### src/rtl/reg_file_sb.sv
// Parametrised register file with per-register busy scoreboard and busy counter.
// Optional write-to-read forwarding when REG_FILE_BYPASS_EN is defined.
module reg_file_sb #(
  parameter int ADDRESS_WIDTH = 5,
  parameter int DATA_WIDTH    = 32,
  parameter int READ_PORTS    = 2
) (
  input  logic                                clk,
  input  logic                                rst,
  input  logic [READ_PORTS*ADDRESS_WIDTH-1:0] AD_R,
  output logic [READ_PORTS*DATA_WIDTH-1:0]    RD,
  output logic [READ_PORTS-1:0]               BUSY_R,
  input  logic [ADDRESS_WIDTH-1:0]            AD3,
  input  logic [DATA_WIDTH-1:0]               WD3,
  input  logic                                WE3,
  input  logic                                RSV_EN,
  input  logic [ADDRESS_WIDTH-1:0]            RSV_AD,
  output logic [ADDRESS_WIDTH:0]              BUSY_CNT
);

  localparam int NREG = 1 << ADDRESS_WIDTH;

  logic [DATA_WIDTH-1:0]    r_regs [NREG];
  logic [NREG-1:0]          r_busy;
  logic [ADDRESS_WIDTH:0]   r_busy_cnt;

  logic                     w_wr;
  logic                     w_rsv;
  logic [NREG-1:0]          w_busy_nxt;
  logic [ADDRESS_WIDTH:0]   w_cnt_nxt;
  logic [ADDRESS_WIDTH-1:0] w_ad [READ_PORTS];

  always_comb begin
    w_wr  = WE3 && (AD3 != '0);
    w_rsv = RSV_EN && (RSV_AD != '0);
  end

  // Reserve is applied after release so a same-cycle reissue stays busy.
  always_comb begin
    w_busy_nxt = r_busy;
    if (w_wr)
      w_busy_nxt[AD3] = 1'b0;
    if (w_rsv)
      w_busy_nxt[RSV_AD] = 1'b1;
    w_busy_nxt[0] = 1'b0;
  end

  always_comb begin
    w_cnt_nxt = '0;
    for (int i = 0; i < NREG; i++)
      w_cnt_nxt = w_cnt_nxt
                + {{ADDRESS_WIDTH{1'b0}}, w_busy_nxt[i]};
  end

  always_ff @(posedge clk or posedge rst) begin
    if (rst) begin
      for (int i = 0; i < NREG; i++)
        r_regs[i] <= '0;
      r_busy     <= '0;
      r_busy_cnt <= '0;
    end else begin
      if (w_wr)
        r_regs[AD3] <= WD3;
      r_busy     <= w_busy_nxt;
      r_busy_cnt <= w_cnt_nxt;
    end
  end

  always_comb begin
    RD     = '0;
    BUSY_R = '0;
    for (int i = 0; i < READ_PORTS; i++) begin
      w_ad[i] = AD_R[i*ADDRESS_WIDTH +: ADDRESS_WIDTH];
      RD[i*DATA_WIDTH +: DATA_WIDTH] = r_regs[w_ad[i]];
      BUSY_R[i] = r_busy[w_ad[i]];
`ifdef REG_FILE_BYPASS_EN
      if (w_wr && (w_ad[i] == AD3)) begin
        RD[i*DATA_WIDTH +: DATA_WIDTH] = WD3;
        BUSY_R[i] = 1'b0;
      end
`endif
    end
  end

  assign BUSY_CNT = r_busy_cnt;

endmodule
### config.mk
export PLATFORM = sky130hd
export DESIGN_NAME = reg_file_sb
export DESIGN_NICKNAME = d
export VERILOG_FILES = /design/src/rtl/reg_file_sb.sv
export SDC_FILE = /design/constraint.sdc
export NUM_CORES = 2
export LEC_CHECK = 0
export ABC_CLOCK_PERIOD_IN_PS = 44700
export BUFFER_PORTS_ARGS = -buffer_cell sky130_fd_sc_hd__buf_2
export CAP_MARGIN = 15
export CORE_MARGIN = 2
export CORE_UTILIZATION = 30
export DETAILED_ROUTE_END_ITERATION = 12
export SLEW_MARGIN = 20
export SYNTH_ARGS = -nofsm -noshare
export SYNTH_HDL_FRONTEND = slang
export SYNTH_SLANG_ARGS = --single-unit
### constraint.sdc
create_clock -name clk -period 44.7 [get_ports clk]
set_clock_uncertainty 0.2 [all_clocks]
set_input_delay 6.705 -clock clk [delete_from_list [all_inputs] [get_ports clk]]
set_output_delay 6.705 -clock clk [all_outputs]
set_load 0.03 [all_outputs]
==> reports/qor.yml <==
synthesis:
  netlist_instances: 3581
  synth_cell_types: 51
  ys_top_cells_by_area: "dfrtp_1, mux4_2, mux2_2"
  synth_top_area_share: 0.4785
  seq_area_frac_synth: 0.4785
  synth_top_flop_cell: "dfrtp_1"
  syn_nets: 3667
  async_flop_share: 1.000
  synth_top_cell_by_area: "dfrtp_1"
  synth_edf_count: 0
  ys_seq_elements: 1061
  synth-warning-count: 0
  synth_area_um2: 55480
  synth.avg_cell_area_um2: 15.49
timing:
  drv_slew: 0
  period_needed_ns: 17.70
  fmax_mhz: 56.51
  finalCritPeriodShare: 0.3959
  worst_slew_pin_slew_ns: 1.139
  hold_viol_final: 0
  setup_tns_ns: 0
  setup_viol: 0
  hold_slack_ns: 0.1950
  fin_ws_ns: 27.00
  relSlewSlack: 0.2337
  grt_setup_unrepaired: "false"
cts:
  cts_buffer_depth: 3
  clkSlewWorstSetupHoldPaths_ns: 0.06
  cts_sinks: 1061
  ctsHoldBuffers: 0
  cts_setup_buffers: 0
  clock_latency_ns: 0.74
  cts_resized: 0
  cts_root_buf: "clkbuf_16"
  cts_buffers: 110
  htreeDepth: 3
  cts_tree: "built"
pwr:
  peakVddDrop_mv: 0.1232
  p_per_area_nw_per_um2: 51.60
  power_mw: 3.194
  leakage_nw: 26.39
floorplanning:
  fp-row-count: 157
  die-height_um: 434.0
  ioPinCount: 128
  initial_core_util: 0.3024
  dieArea_um2: 188400
  die_w_um: 434.0
  core_um2: 183500
routing:
  drc: 0
  vias: 34396
  ant_nets: 0
  firstDrtPassIters: 5
  finalWirelength_mm: 174.8
  dr.first_iter.drc_count: 3083
  viasPerCell: 5.693
  wl_per_cell_um: 28.93
placed_design:
  place.port_buffers: 127
  dp_hpwl_mm: 91.66
  dp_cells: 5825
  place.gp.congestion: 0.7858
  dp_worst_setup_slack_ns: 26.85
min_path:
  hold_path_class: "flop to flop"
global_routing:
  grtUsageTotal: 0.1847
  antenna_found_initial: 16
  grt_pass1_wl_mm: 253.3
  grt_overflow: 0
  grt_max_degree: 187
  grt_pass1_vias: 34901
critical_path:
  crit_path_start_kind: "primary input"
  worstSetupPathType: "primary input to output port"
  worstPathArrival_ns: 10.79
  crit_fanout: 66
  end_kind: "output port"
  required_ns: 37.79
cells_and_area:
  nets: 3560
  instances_no_fill: 6042
  area_growth_pct: 11.57
  drive_above_1_share: 0.5426
  regArea_um2: 26550
  multi_input_area_um2: 26950
  fill_cells: 17682
flow_run:
  timing.max_cap.violations: 0
run_status:
  status: "finished clean"
[state kept, by name, summed over array words and instances, names as in the netlist]
name      flops
r_busy       31
BUSY_CNT      6
r_regs     1024
[cells in the mapped netlist (all sizes together), types with 8 or more instances]
master / n
nor2: 16
a22oi: 11
buf: 221
nand2: 42
fa: 23
dfrtp: 1061
a22o: 17
o22ai: 258
nand3b: 10
o21ai: 9
nand3: 10
nor2b: 12
inv: 47
mux4: 518
nor3b: 8
mux2: 998
mux2i: 10
nor4: 64
clkbuf: 192
[area by class of cell]
class / count / area share
multi-input cells: 2060 / 0.4354
well taps: 2464 / 0.04980
inverters: 47 / 0.002971
repair buffers: 194 / 0.02023
clock buffers: 158 / 0.05243
diodes: 12 / 0.0004851
flip-flops and latches: 1061 / 0.4289
clock inverters: 46 / 0.009803
[layout by cell type, fill, tap and decap left out, types with 12 or more instances in the layout]
cell type	Yosys	layout
clkinv_2	0	23
clkbuf_16	0	112
inv_1	47	46
nor4_1	64	64
bufinv_16	0	13
buf_2	158	123
nand2_1	37	17
a22o_1	17	17
buf_4	45	61
mux2_2	988	988
dfrtp_1	1061	1061
mux4_2	518	518
nand2_4	0	19
o22ai_1	258	258
fa_1	23	23
clkbuf_1	191	19
diode_2	0	12
clkbuf_8	0	27
[cell families after synthesis]
| logic type | after synthesis | share of synthesized area |
|---|---|---|
| multiplexers | 1526 | 0.4146 |
| flip-flops | 1061 | 0.4785 |
| buffers and inverters | 460 | 0.03992 |
| AO/OA/AOI/OAI | 309 | 0.03620 |
| AND/OR/NAND/NOR | 193 | 0.02052 |
| adder cells (fa/ha/maj) | 30 | 0.009877 |
| XOR/XNOR | 2 | 0.0003158 |
[worst paths after layout]
kind	from	to	slack, ns	depth (start not counted)
max	AD_R[6]	RD[58]	27.00	7
min	r_regs[1001]	r_regs[1001]	0.20	0
max reg2reg	r_busy[28]	BUSY_CNT[4]	39.19	19
min reg2reg	r_regs[1001]	r_regs[1001]	0.20	0
max in group asynchronous	rst	r_regs[693]	34.14	6
min in group asynchronous	rst	r_regs[1003]	5.98	2
[per-layer routing]
| metal | GRT usage | routed length [um] | vias up |
|---|---|---|---|
| li1 | - | - | 13769 |
| met1 | 0.2337 | 69440 | 18937 |
| met2 | 0.3093 | 86750 | 1315 |
| met3 | 0.02935 | 10270 | 369 |
| met4 | 0.08698 | 8320 | 6 |
| met5 | 0 | 33 | - |
[per-stage QoR]
step	instance area, um^2	utilization
finish	61900	0.3374
global placement	57990	0.3161
floorplan	55480	-
CTS	61840	0.3371
global route	61890	0.3373
detailed placement	57990	0.3161
[worst max-delay path: stages]
cell and delay, ns:
buf_8 0.56, buf_4 0.74, buf_4 0.91, mux4_2 0.39, o22ai_1 0.08, nor4_1 0.90, buf_2 0.35
[power breakdown]
part	internal (mW)	total (mW)	switching, mW	leakage, nW
clock network	0.578	0.981	0.403	1.90
logic	0.460	0.926	0.467	10.9
registers	1.15	1.29	0.133	13.6
total	2.19	3.19	1.00	26.4
(Power assumes the default switching activity.)
